[src/rtl/rv_pkg.sv]
// Shared encodings for the RV32I execution sequencer: instruction classes,
// ALU operation codes, FSM states and the latched instruction payload.
package rv_pkg;

  localparam int unsigned XLEN    = 32;
  localparam int unsigned REG_W   = 5;
  localparam int unsigned TYPE_W  = 3;
  localparam int unsigned ALU_W   = 4;
  localparam int unsigned IMM_I_W = 12;
  localparam int unsigned IMM_U_W = 20;

  localparam logic [TYPE_W-1:0] INST_R = 3'b000;
  localparam logic [TYPE_W-1:0] INST_U = 3'b001;
  localparam logic [TYPE_W-1:0] INST_I = 3'b011;

  localparam logic [ALU_W-1:0] ALU_AND = 4'b0000;
  localparam logic [ALU_W-1:0] ALU_OR  = 4'b0001;
  localparam logic [ALU_W-1:0] ALU_ADD = 4'b0010;
  localparam logic [ALU_W-1:0] ALU_SLL = 4'b0011;
  localparam logic [ALU_W-1:0] ALU_SUB = 4'b0100;
  localparam logic [ALU_W-1:0] ALU_SRL = 4'b0101;
  localparam logic [ALU_W-1:0] ALU_XOR = 4'b0111;
  localparam logic [ALU_W-1:0] ALU_SLT = 4'b1000;
  localparam logic [ALU_W-1:0] ALU_SRA = 4'b1001;

  typedef enum logic [2:0] {
    ST_IDLE = 3'd0,
    ST_RS1  = 3'd1,
    ST_RS2  = 3'd2,
    ST_EXEC = 3'd3,
    ST_WB   = 3'd4,
    ST_ERR  = 3'd5
  } seq_state_t;

  // Instruction fields held for the whole sequence. rs1 is absent because it
  // is only needed on the accept edge, where it comes straight from the port.
  typedef struct packed {
    logic [TYPE_W-1:0]  itype;
    logic [ALU_W-1:0]   alu_ctrl;
    logic               shamt_en;
    logic [REG_W-1:0]   rd;
    logic [REG_W-1:0]   rs2;
    logic [IMM_I_W-1:0] imm_i;
    logic [IMM_U_W-1:0] imm_u;
  } inst_t;

  // Instruction classes the sequencer knows how to execute.
  function automatic logic is_legal_type(input logic [TYPE_W-1:0] t);
    return (t == INST_R) || (t == INST_U) || (t == INST_I);
  endfunction

  // ALU codes understood by the shared ALU.
  function automatic logic is_known_alu(input logic [ALU_W-1:0] op);
    return (op == ALU_AND) || (op == ALU_OR)  || (op == ALU_ADD) ||
           (op == ALU_SLL) || (op == ALU_SUB) || (op == ALU_SRL) ||
           (op == ALU_XOR) || (op == ALU_SLT) || (op == ALU_SRA);
  endfunction

endpackage

[src/rtl/rv_imm_gen.sv]
// Immediate extension: sign-extended I immediate (or 5-bit shift amount)
// and the left-justified U immediate.
module rv_imm_gen
  import rv_pkg::*;
(
  input  logic [IMM_I_W-1:0] i_imm_i,
  input  logic [IMM_U_W-1:0] i_imm_u,
  input  logic               i_shamt_en,
  output logic [XLEN-1:0]    o_imm_i_ext,
  output logic [XLEN-1:0]    o_imm_u_ext
);

  localparam int unsigned SHAMT_W = 5;

  logic [XLEN-1:0] w_imm_i_sext;
  logic [XLEN-1:0] w_shamt;

  assign w_imm_i_sext = {{(XLEN-IMM_I_W){i_imm_i[IMM_I_W-1]}}, i_imm_i};
  assign w_shamt      = {{(XLEN-SHAMT_W){1'b0}}, i_imm_i[SHAMT_W-1:0]};

  assign o_imm_i_ext  = i_shamt_en ? w_shamt : w_imm_i_sext;
  assign o_imm_u_ext  = {i_imm_u, {(XLEN-IMM_U_W){1'b0}}};

endmodule

[src/rtl/rv_exec_sequencer.sv]
// Multi-cycle execution sequencer: reads operands through one synchronous
// register-file read port, drives the shared ALU and commits through the
// write port. Define RV_SEQ_LUI_FAST_EN to send LUI straight to EXEC.
// Outputs are registered from the next state, except alu_b, which must
// forward rf_rdata combinationally in EXEC for R-type.
module rv_exec_sequencer
  import rv_pkg::*;
(
  input  logic               clk,
  input  logic               rst,
  input  logic               issue_valid,
  output logic               issue_ready,
  input  logic [2:0]         inst_type,
  input  logic [3:0]         alu_ctrl,
  input  logic               shamt_en,
  input  logic [4:0]         rd,
  input  logic [4:0]         rs1,
  input  logic [4:0]         rs2,
  input  logic [11:0]        imm_I,
  input  logic [19:0]        imm_U,
  output logic               rf_re,
  output logic [4:0]         rf_raddr,
  input  logic [31:0]        rf_rdata,
  output logic               rf_we,
  output logic [4:0]         rf_waddr,
  output logic [31:0]        rf_wdata,
  output logic [31:0]        alu_a,
  output logic [31:0]        alu_b,
  output logic [3:0]         alu_op,
  input  logic [31:0]        alu_result,
  output logic               busy,
  output logic               done,
  output logic               illegal
);

  seq_state_t r_state;
  seq_state_t w_next;
  inst_t      r_inst;

  logic              w_accept;
  logic [XLEN-1:0]   w_imm_i;
  logic [XLEN-1:0]   w_imm_u;
  logic [XLEN-1:0]   w_alu_b;

  logic              w_ready_n;
  logic              w_rf_re_n;
  logic [REG_W-1:0]  w_rf_raddr_n;
  logic              w_rf_we_n;
  logic [REG_W-1:0]  w_rf_waddr_n;
  logic [XLEN-1:0]   w_rf_wdata_n;
  logic [XLEN-1:0]   w_alu_a_n;
  logic [ALU_W-1:0]  w_alu_op_n;
  logic              w_done_n;
  logic              w_illegal_n;

  assign w_accept = (r_state == ST_IDLE) && issue_valid;

  rv_imm_gen u_imm_gen (
    .i_imm_i     (r_inst.imm_i),
    .i_imm_u     (r_inst.imm_u),
    .i_shamt_en  (r_inst.shamt_en),
    .o_imm_i_ext (w_imm_i),
    .o_imm_u_ext (w_imm_u)
  );

  // State register.
  always_ff @(posedge clk or posedge rst) begin
    if (rst) r_state <= ST_IDLE;
    else     r_state <= w_next;
  end

  // Capture the instruction fields on the accept edge only.
  always_ff @(posedge clk or posedge rst) begin
    if (rst) begin
      r_inst <= '0;
    end else if (w_accept) begin
      r_inst <= '{itype:    inst_type,
                  alu_ctrl: alu_ctrl,
                  shamt_en: shamt_en,
                  rd:       rd,
                  rs2:      rs2,
                  imm_i:    imm_I,
                  imm_u:    imm_U};
    end
  end

  // Next state, then the output values for the cycle spent in that state.
  always_comb begin
    w_next       = r_state;
    w_ready_n    = 1'b0;
    w_rf_re_n    = 1'b0;
    w_rf_raddr_n = '0;
    w_rf_we_n    = 1'b0;
    w_rf_waddr_n = '0;
    w_rf_wdata_n = '0;
    w_alu_a_n    = '0;
    w_alu_op_n   = '0;
    w_done_n     = 1'b0;
    w_illegal_n  = 1'b0;

    case (r_state)
      ST_IDLE: begin
        if (issue_valid) begin
          if (!is_legal_type(inst_type)) w_next = ST_ERR;
`ifdef RV_SEQ_LUI_FAST_EN
          else if (inst_type == INST_U)  w_next = ST_EXEC;
`endif
          else                           w_next = ST_RS1;
        end
      end
      ST_RS1:  w_next = ST_RS2;
      ST_RS2:  w_next = ST_EXEC;
      ST_EXEC: w_next = ST_WB;
      ST_WB:   w_next = ST_IDLE;
      ST_ERR:  w_next = ST_IDLE;
      default: w_next = ST_IDLE;
    endcase

    case (w_next)
      ST_IDLE: w_ready_n = 1'b1;
      ST_RS1: begin
        w_rf_re_n    = 1'b1;
        w_rf_raddr_n = rs1;
      end
      ST_RS2: begin
        w_rf_re_n    = (r_inst.itype == INST_R);
        w_rf_raddr_n = (r_inst.itype == INST_R) ? r_inst.rs2 : REG_W'(0);
      end
      ST_EXEC: begin
        // alu_a doubles as op_a; the fast LUI path never reads rs1.
        w_alu_a_n  = (r_state == ST_RS2) ? rf_rdata : XLEN'(0);
        w_alu_op_n = (r_state == ST_IDLE) ? alu_ctrl : r_inst.alu_ctrl;
      end
      ST_WB: begin
        w_rf_we_n    = (r_inst.rd != REG_W'(0));
        w_rf_waddr_n = r_inst.rd;
        w_rf_wdata_n = (r_inst.itype == INST_U) ? w_imm_u : alu_result;
        w_done_n     = 1'b1;
      end
      ST_ERR:  w_illegal_n = 1'b1;
      default: w_ready_n   = 1'b0;
    endcase
  end

  // Second ALU operand, live only in EXEC.
  always_comb begin
    w_alu_b = '0;
    if (r_state == ST_EXEC) begin
      case (r_inst.itype)
        INST_R:  w_alu_b = rf_rdata;
        INST_I:  w_alu_b = w_imm_i;
        default: w_alu_b = w_imm_u;
      endcase
    end
  end

  assign alu_b = w_alu_b;

  // Output registers; reset clears everything mid-flight, including rf_we.
  always_ff @(posedge clk or posedge rst) begin
    if (rst) begin
      issue_ready <= 1'b1;
      busy        <= 1'b0;
      rf_re       <= 1'b0;
      rf_raddr    <= '0;
      rf_we       <= 1'b0;
      rf_waddr    <= '0;
      rf_wdata    <= '0;
      alu_a       <= '0;
      alu_op      <= '0;
      done        <= 1'b0;
      illegal     <= 1'b0;
    end else begin
      issue_ready <= w_ready_n;
      busy        <= !w_ready_n;
      rf_re       <= w_rf_re_n;
      rf_raddr    <= w_rf_raddr_n;
      rf_we       <= w_rf_we_n;
      rf_waddr    <= w_rf_waddr_n;
      rf_wdata    <= w_rf_wdata_n;
      alu_a       <= w_alu_a_n;
      alu_op      <= w_alu_op_n;
      done        <= w_done_n;
      illegal     <= w_illegal_n;
    end
  end

endmodule

[config.mk]
export PLATFORM = sky130hd
export DESIGN_NAME = rv_exec_sequencer
export DESIGN_NICKNAME = d
export VERILOG_FILES = /design/src/rtl/rv_pkg.sv /design/src/rtl/rv_imm_gen.sv /design/src/rtl/rv_exec_sequencer.sv
export SDC_FILE = /design/constraint.sdc
export NUM_CORES = 1
export LEC_CHECK = 0
export BUFFER_PORTS_ARGS = -buffer_cell sky130_fd_sc_hd__buf_2
export CAP_MARGIN = 25
export CORE_ASPECT_RATIO = 2
export CORE_MARGIN = 5
export CORE_UTILIZATION = 52
export CTS_BUF_LIST = sky130_fd_sc_hd__clkbuf_2
export DETAILED_ROUTE_END_ITERATION = 8
export PLACE_DENSITY_LB_ADDON = 0.08
export SLEW_MARGIN = 25
export SYNTH_ARGS = -nofsm -noshare
export SYNTH_HDL_FRONTEND = slang
export SYNTH_HIERARCHICAL = 1
export SYNTH_SLANG_ARGS = --single-unit
[constraint.sdc]
create_clock -name clk -period 5.8 [get_ports clk]
set_clock_uncertainty 0.2 [all_clocks]
set_input_delay 0.87 -clock clk [delete_from_list [all_inputs] [get_ports clk]]
set_output_delay 0.87 -clock clk [all_outputs]
set_load 0.05 [all_outputs]
======== Yosys cells after proc, flatten, opt, wreduce, memory -nomap -nowiden ========
Cells that the tools add are included.
word-level totals
  register bits ........................... 137
  input port bits ......................... 122
  word-level logic and storage cells ...... 60
  output and inout bits ................... 116
operators by class
  reductions and logical operators ........ 9
  multiplexer cells ....................... 20
  eq/ne operators ......................... 12
operators by type and width
  operator                                             count
  2-to-1 mux 32 bit                                    6
  one-hot mux 32 bit (2 select lines)                  1
  equality test 3 x 2 -> 1 bit, second input constant  6
  equality test 3 x 1 -> 1 bit, second input constant  4
  logical NOT 3 bit                                    4
  one-hot mux 3 bit (4 select lines)                   1
  2-to-1 mux 5 bit                                     2
  one-hot mux 5 bit (2 select lines)                   1
  2-to-1 mux 4 bit                                     2
  equality test 3 bit, second input constant           2
  2-to-1 mux 3 bit                                     2
  nonzero test 5 bit                                   1
  2-to-1 mux 1 bit                                     4
  logical OR 1 bit                                     2
  one-hot mux 1 bit (2 select lines)                   1
  logical AND 1 bit                                    1
  logical NOT 1 bit                                    1

======== Logic depth before layout (Yosys ltp) ========
  depth in word-level cells ............... 9
  depth in mapped cells ................... 6

======== Hierarchy ========
The synthesis kept the hierarchy.
by module, submodules not included
  module             cells each  times used  area an instance (µm²)
  rv_exec_sequencer  676         1           6271.0
  rv_imm_gen         65          1           475.5

======== Worst setup path before layout ========
OpenSTA, ideal clock, no wires.
  path type ............................... reg2out
  start ................................... reg r_inst[42] in the netlist's numbering
  end ..................................... out alu_b[31]
  cell stages (with the launch flop) ...... 5
  path slack .............................. 1.945 ns
  path buffers ............................ 1
  data arrival time ....................... 2.785 ns
  cells stage by stage .................... dfrtp_1 nor2b_1 buf_4 o221ai_1 a221oi_1
on the way
  longest elaborated chain between the ends .. 3
ends and longest elaborated chain
  element                              line                      RTL
  start, declared                      rv_exec_sequencer.sv:38   inst_t r_inst;
  start signal, assigned               rv_exec_sequencer.sv:77   r_inst <= '{itype: inst_type,
  2-to-1 mux 32 bit                    rv_imm_gen.sv:21          assign o_imm_i_ext = i_shamt_en ? w_shamt : w_imm_i_sext;
  net w_imm_i[31]                      rv_exec_sequencer.sv:41   logic [XLEN-1:0] w_imm_i;
  one-hot mux 32 bit (2 select lines)  rv_exec_sequencer.sv:149  case (r_inst.itype)
  2-to-1 mux 32 bit                    rv_exec_sequencer.sv:148  if (r_state == ST_EXEC) begin
  end, declared                        rv_exec_sequencer.sv:28   output logic [31:0] alu_b,
The timed path passes the listed nets, and every way through them passes these cells.

======== Final worst setup path ========
  start ................................... reg r_inst[48] in the netlist's numbering
  end ..................................... out alu_b[16]
on the way
  longest elaborated chain between the ends .. 3
  elaborated cells between the ends (all ways) .. 4
ends and longest elaborated chain
  element                                                                   line
  equality test 3 x 2 -> 1 bit / logical NOT 3 bit (equally long branches)  rv_exec_sequencer.sv:149
  one-hot mux 32 bit (2 select lines) (*)                                   rv_exec_sequencer.sv:149
  2-to-1 mux 32 bit (*)                                                     rv_exec_sequencer.sv:148
Mark *: on every way between the ends. The rest lies on a longest branch, timed or not.

==> flow_summary_export.csv <==
group,metric,value,unit
run_status,outcome,"completed",
logic_synthesis,synth_top_cells_by_area,"sky130_fd_sc_hd__dfrtp_1, sky130_fd_sc_hd__nand2_1, sky130_fd_sc_hd__buf_4",
worst_setup_path,critical_path_arrival,3.41,ns
timing,timing.final.setup_violations,0,
logic_synthesis,synth.lib_cells_used.distinct,33,
layout,mostFrequentLayoutCell,"sky130_fd_sc_hd__buf_2",
floorplan,floorplan.die_area,0.0155,mm2
global_routing,track_usage,0.236,
worst_setup_path,timing.critical_path.slowest_cell_delay,0.88,ns
logic_synthesis,synth_sequential_area_ratio,0.508,
worst_setup_path,timing.reg2reg.setup_slack,3.19,ns
worst_setup_path,startpoint_of_the_worst_register_to_register_path,"r_inst[48]",
cts,cts_max_level,4,
worst_setup_path,crit_path_end,"alu_b[16]",
worst_setup_path,critPathTopFamily,"flip-flops",
timing,relSlewSlack,0.293,
min_path,holdCritPathClass,"primary input to async pin",
worst_setup_path,worst-path-stages,5,
logic_synthesis,post_synth_instance_area,0.00675,mm2
cts,cts-buffers-inserted,17,
cts,cts_root_buf,"sky130_fd_sc_hd__clkbuf_2",
power_and_ir_drop,sequential_share_of_power,0.375,
floorplan,number_of_primary_i_o_pins,238,
place,port_buffers,237,
floorplan,initial_core_util,0.525,
route,route.layer.met1.wl,7060,um
layout,layout-drive-gt1-share,0.319,
logic_synthesis,synthArstFlopShare,1.00,
logic_synthesis,synthAdderAreaFrac,0,
cts,worst_skew_pair.late_latency,0.65,ns
route,drt_drc_violations_left,0,
floorplan,fp-row-count,59,
route,dr.first_iter.drc_count,309,
route,dr.pass1.iters,5,
route,met3_wirelength,1450,um
route,ant_nets,0,
timing,unrepaired_setup_endpoints_after_global_routing,"no",
place,placed_area,0.00756,mm2
worst_setup_path,crit_buf_inv,2,
logic_synthesis,commonest_register_cell_after_synthesis,"sky130_fd_sc_hd__dfrtp_1",
floorplan,fp.coreArea,0.0128,mm2
cts,clk_pin_slew_worst_paths,0.21,ns
timing,number_of_pins_with_negative_max_slew_slack_in_the_final_report,0,
timing,timing_worst_slew_pin_value,1.06,ns
logic_synthesis,synth-xor-area-share,0.00130,
power_and_ir_drop,p_sw,2170,uW
worst_setup_path,worst-setup-path-type,"flop to primary output",
route,wl_per_cell,17.3,um
power_and_ir_drop,comb_power_share,0.477,
route,detailroute.wirelength.met2,9380,um
timing,period_minus_slack,4.48,ns
worst_setup_path,required,4.73,ns
floorplan,chipHeight,171,um
timing,timing.setup.tns,0,ns
global_routing,first_global_vias,5717,
logic_synthesis,synth_warnings,6,
cts,cts.repair_timing.setup_buffer_count,0,
worst_setup_path,reg2regPathDepth,4,
power_and_ir_drop,powerDensity,551,mW/mm2
cts,tritoncts_num_sinks,137,
power_and_ir_drop,cellInternalPower,2150,uW
timing,final_critical_path_setup_slack,1.32,ns
place,gpl.final_weighted_congestion,0.832,
route,avgViaCountPerCell,5.44,
logic_synthesis,synthMuxAreaShare,0,
place,dpl.hpwl,12500,um
layout,final_design_area_no_fill,0.00784,mm2
timing,post-route-period-util,0.772,
logic_synthesis,synth_edf_count,0,
global_routing,initial_antenna_violation_count,2,
global_routing,grt_pass1_wl,29200,um
logic_synthesis,synth.avg_cell_area,9.10,um2
worst_setup_path,worstSetupEndpointType,"primary output",
power_and_ir_drop,power.ir.vdd_worst,324,uV
power_and_ir_drop,swShare,0.503,
timing,finalHoldWorstSlack,0.0969,ns
place,pre_cts_ws,2.06,ns
logic_synthesis,fraction_of_synthesized_cell_area_taken_by_the_top_area_cell_type,0.504,
power_and_ir_drop,power.share.clock,0.148,
route,routed_wirelength,18400,um
logic_synthesis,syn-instance-count,741,
global_routing,largest_net_degree_at_the_start_of_global_routing,102,
floorplan,die-width,90.5,um
worst_setup_path,crit_path_start,"r_inst[48]",
layout,finalNetCount,1020,
layout,commonest_cells_after_routing_fill_and_taps_aside,"sky130_fd_sc_hd__buf_2, sky130_fd_sc_hd__nand2_1, sky130_fd_sc_hd__dfrtp_1",
run,max_cap_violations,0,
cts,cts_tree,"built",
logic_synthesis,synth_simple_gate_area_frac,0.211,
worst_setup_path,crit_slowest_cell,"sky130_fd_sc_hd__dfrtp_4",
global_routing,grt-ovfl-total,0,
timing,hold_viol,0,
logic_synthesis,compound_gate_fraction_of_synth_area,0.157,
power_and_ir_drop,p_leak,0.00434,uW
route,topmost_layer_with_routed_signal_wires,"met4",
cts,clockBufferDepth,2,
logic_synthesis,main_combinational_cell_family_by_area_after_synthesis,"simple AND/OR/NAND/NOR gates",
layout,postLayoutCoreUtil,0.611,
worst_setup_path,crit_path_max_fanout,101,
worst_setup_path,worst_setup_path_start_kind,"flop",
worst_setup_path,r2r_end,"rf_wdata[17]",
layout,flow.area_growth_from_synthesis,16.3,%
route,vias,5785,
cts,cts_hold_buffers,0,
timing,fmaxAchievable,0.223,GHz
logic_synthesis,largest_area_contributor_in_the_netlist,"sky130_fd_sc_hd__dfrtp_1",
worst_setup_path,crit_path_cell_trace,"nand2b_1 -> buf_4 -> o221ai_1 -> a221oi_1 -> buf_2",
logic_synthesis,synth.ff_latch_count,137,
cts,post_cts_resized,0,
==> area by class of cell <==
type                    instances  area (um2)
diodes                          2        5.00
flip-flops and latches        137        3440
clock buffers                  20         100
well taps                     152         190
inverters                      36         140
fillers                      1205        5000
repair buffers                244        1240
clock inverters                11         174
multi-input cells             462        2560
==> per-layer routing <==
metal,vias up,GRT usage
li1,2752,-
met3,33,0.0581
met5,-,0
met2,250,0.387
met1,2750,0.295
met4,0,0.106
==> how the worst min path moves through the flow <==
stage / startpoint / slack (ns) / end / cells after the start
after floorplan: r_inst[43] / 0.24 / r_inst[43] / 2
after global placement: r_inst[46] / 0.25 / r_inst[46] / 2
after detailed placement: r_inst[46] / 0.25 / r_inst[46] / 2
after CTS: rst / 0.1 / r_inst[12] / 2
after global routing: rst / 0.1 / rf_wdata[3] / 2
final: rst / 0.1 / rf_wdata[3] / 2
==> power groups by stage <==
stage / registers [uW] / logic, uW / clock network [uW]
after floorplan: 1890 / 1510 / 0
after global routing: 1670 / 2240 / 698
after global placement: 1630 / 2050 / 0
after CTS: 1620 / 2070 / 656
final: 1620 / 2060 / 638
after detailed placement: 1640 / 2070 / 0
==> logic make-up after synthesis <==
kind of cell | after synthesis
DFF | 137
and+or+nand+nor | 313
xor gates and xnor gates | 1
other | 1
buffers and inverters | 153
AOI/OAI and AO/OA | 136
==> stage by stage <==
stage / std cells / total power [uW]
2_1_floorplan: 752 / 3400
3_3_place_gp: 1031 / 3670
3_5_place_dp: 1031 / 3710
4_1_cts: 1062 / 4350
5_1_grt: 1064 / 4620
6_report: 1064 / 4320
==> worst register-to-register path, cell delays in order, from the launching register on <==
cell and delay (ns):
sky130_fd_sc_hd__dfrtp_4 0.88, sky130_fd_sc_hd__nor3b_4 0.84, sky130_fd_sc_hd__buf_4 0.37, sky130_fd_sc_hd__nand2_1 0.12, sky130_fd_sc_hd__a21oi_1 0.13
==> registers in the layout, indices dropped and copies added, names as in the netlist, 3 cells and up <==
name,cells
rf_wdata,32
r_state,3
rf_waddr,5
r_inst,50
alu_op,4
alu_a,32
rf_raddr,5
==> Yosys cell counts, types with 2 or more instances <==
library cell / instances
sky130_fd_sc_hd__nor2b_1: 8
sky130_fd_sc_hd__a21oi_1: 34
sky130_fd_sc_hd__nand2_1: 215
sky130_fd_sc_hd__o221ai_1: 32
sky130_fd_sc_hd__nor2_1: 3
sky130_fd_sc_hd__nor3_1: 34
sky130_fd_sc_hd__clkbuf_1: 39
sky130_fd_sc_hd__buf_6: 3
sky130_fd_sc_hd__dfrtp_1: 136
sky130_fd_sc_hd__buf_1: 8
sky130_fd_sc_hd__nor3_4: 2
sky130_fd_sc_hd__and2_1: 41
sky130_fd_sc_hd__buf_4: 57
sky130_fd_sc_hd__a22o_1: 5
sky130_fd_sc_hd__buf_2: 9
sky130_fd_sc_hd__a211o_1: 32
sky130_fd_sc_hd__inv_1: 36
sky130_fd_sc_hd__a221oi_1: 32
(Power assumes the default switching activity.)
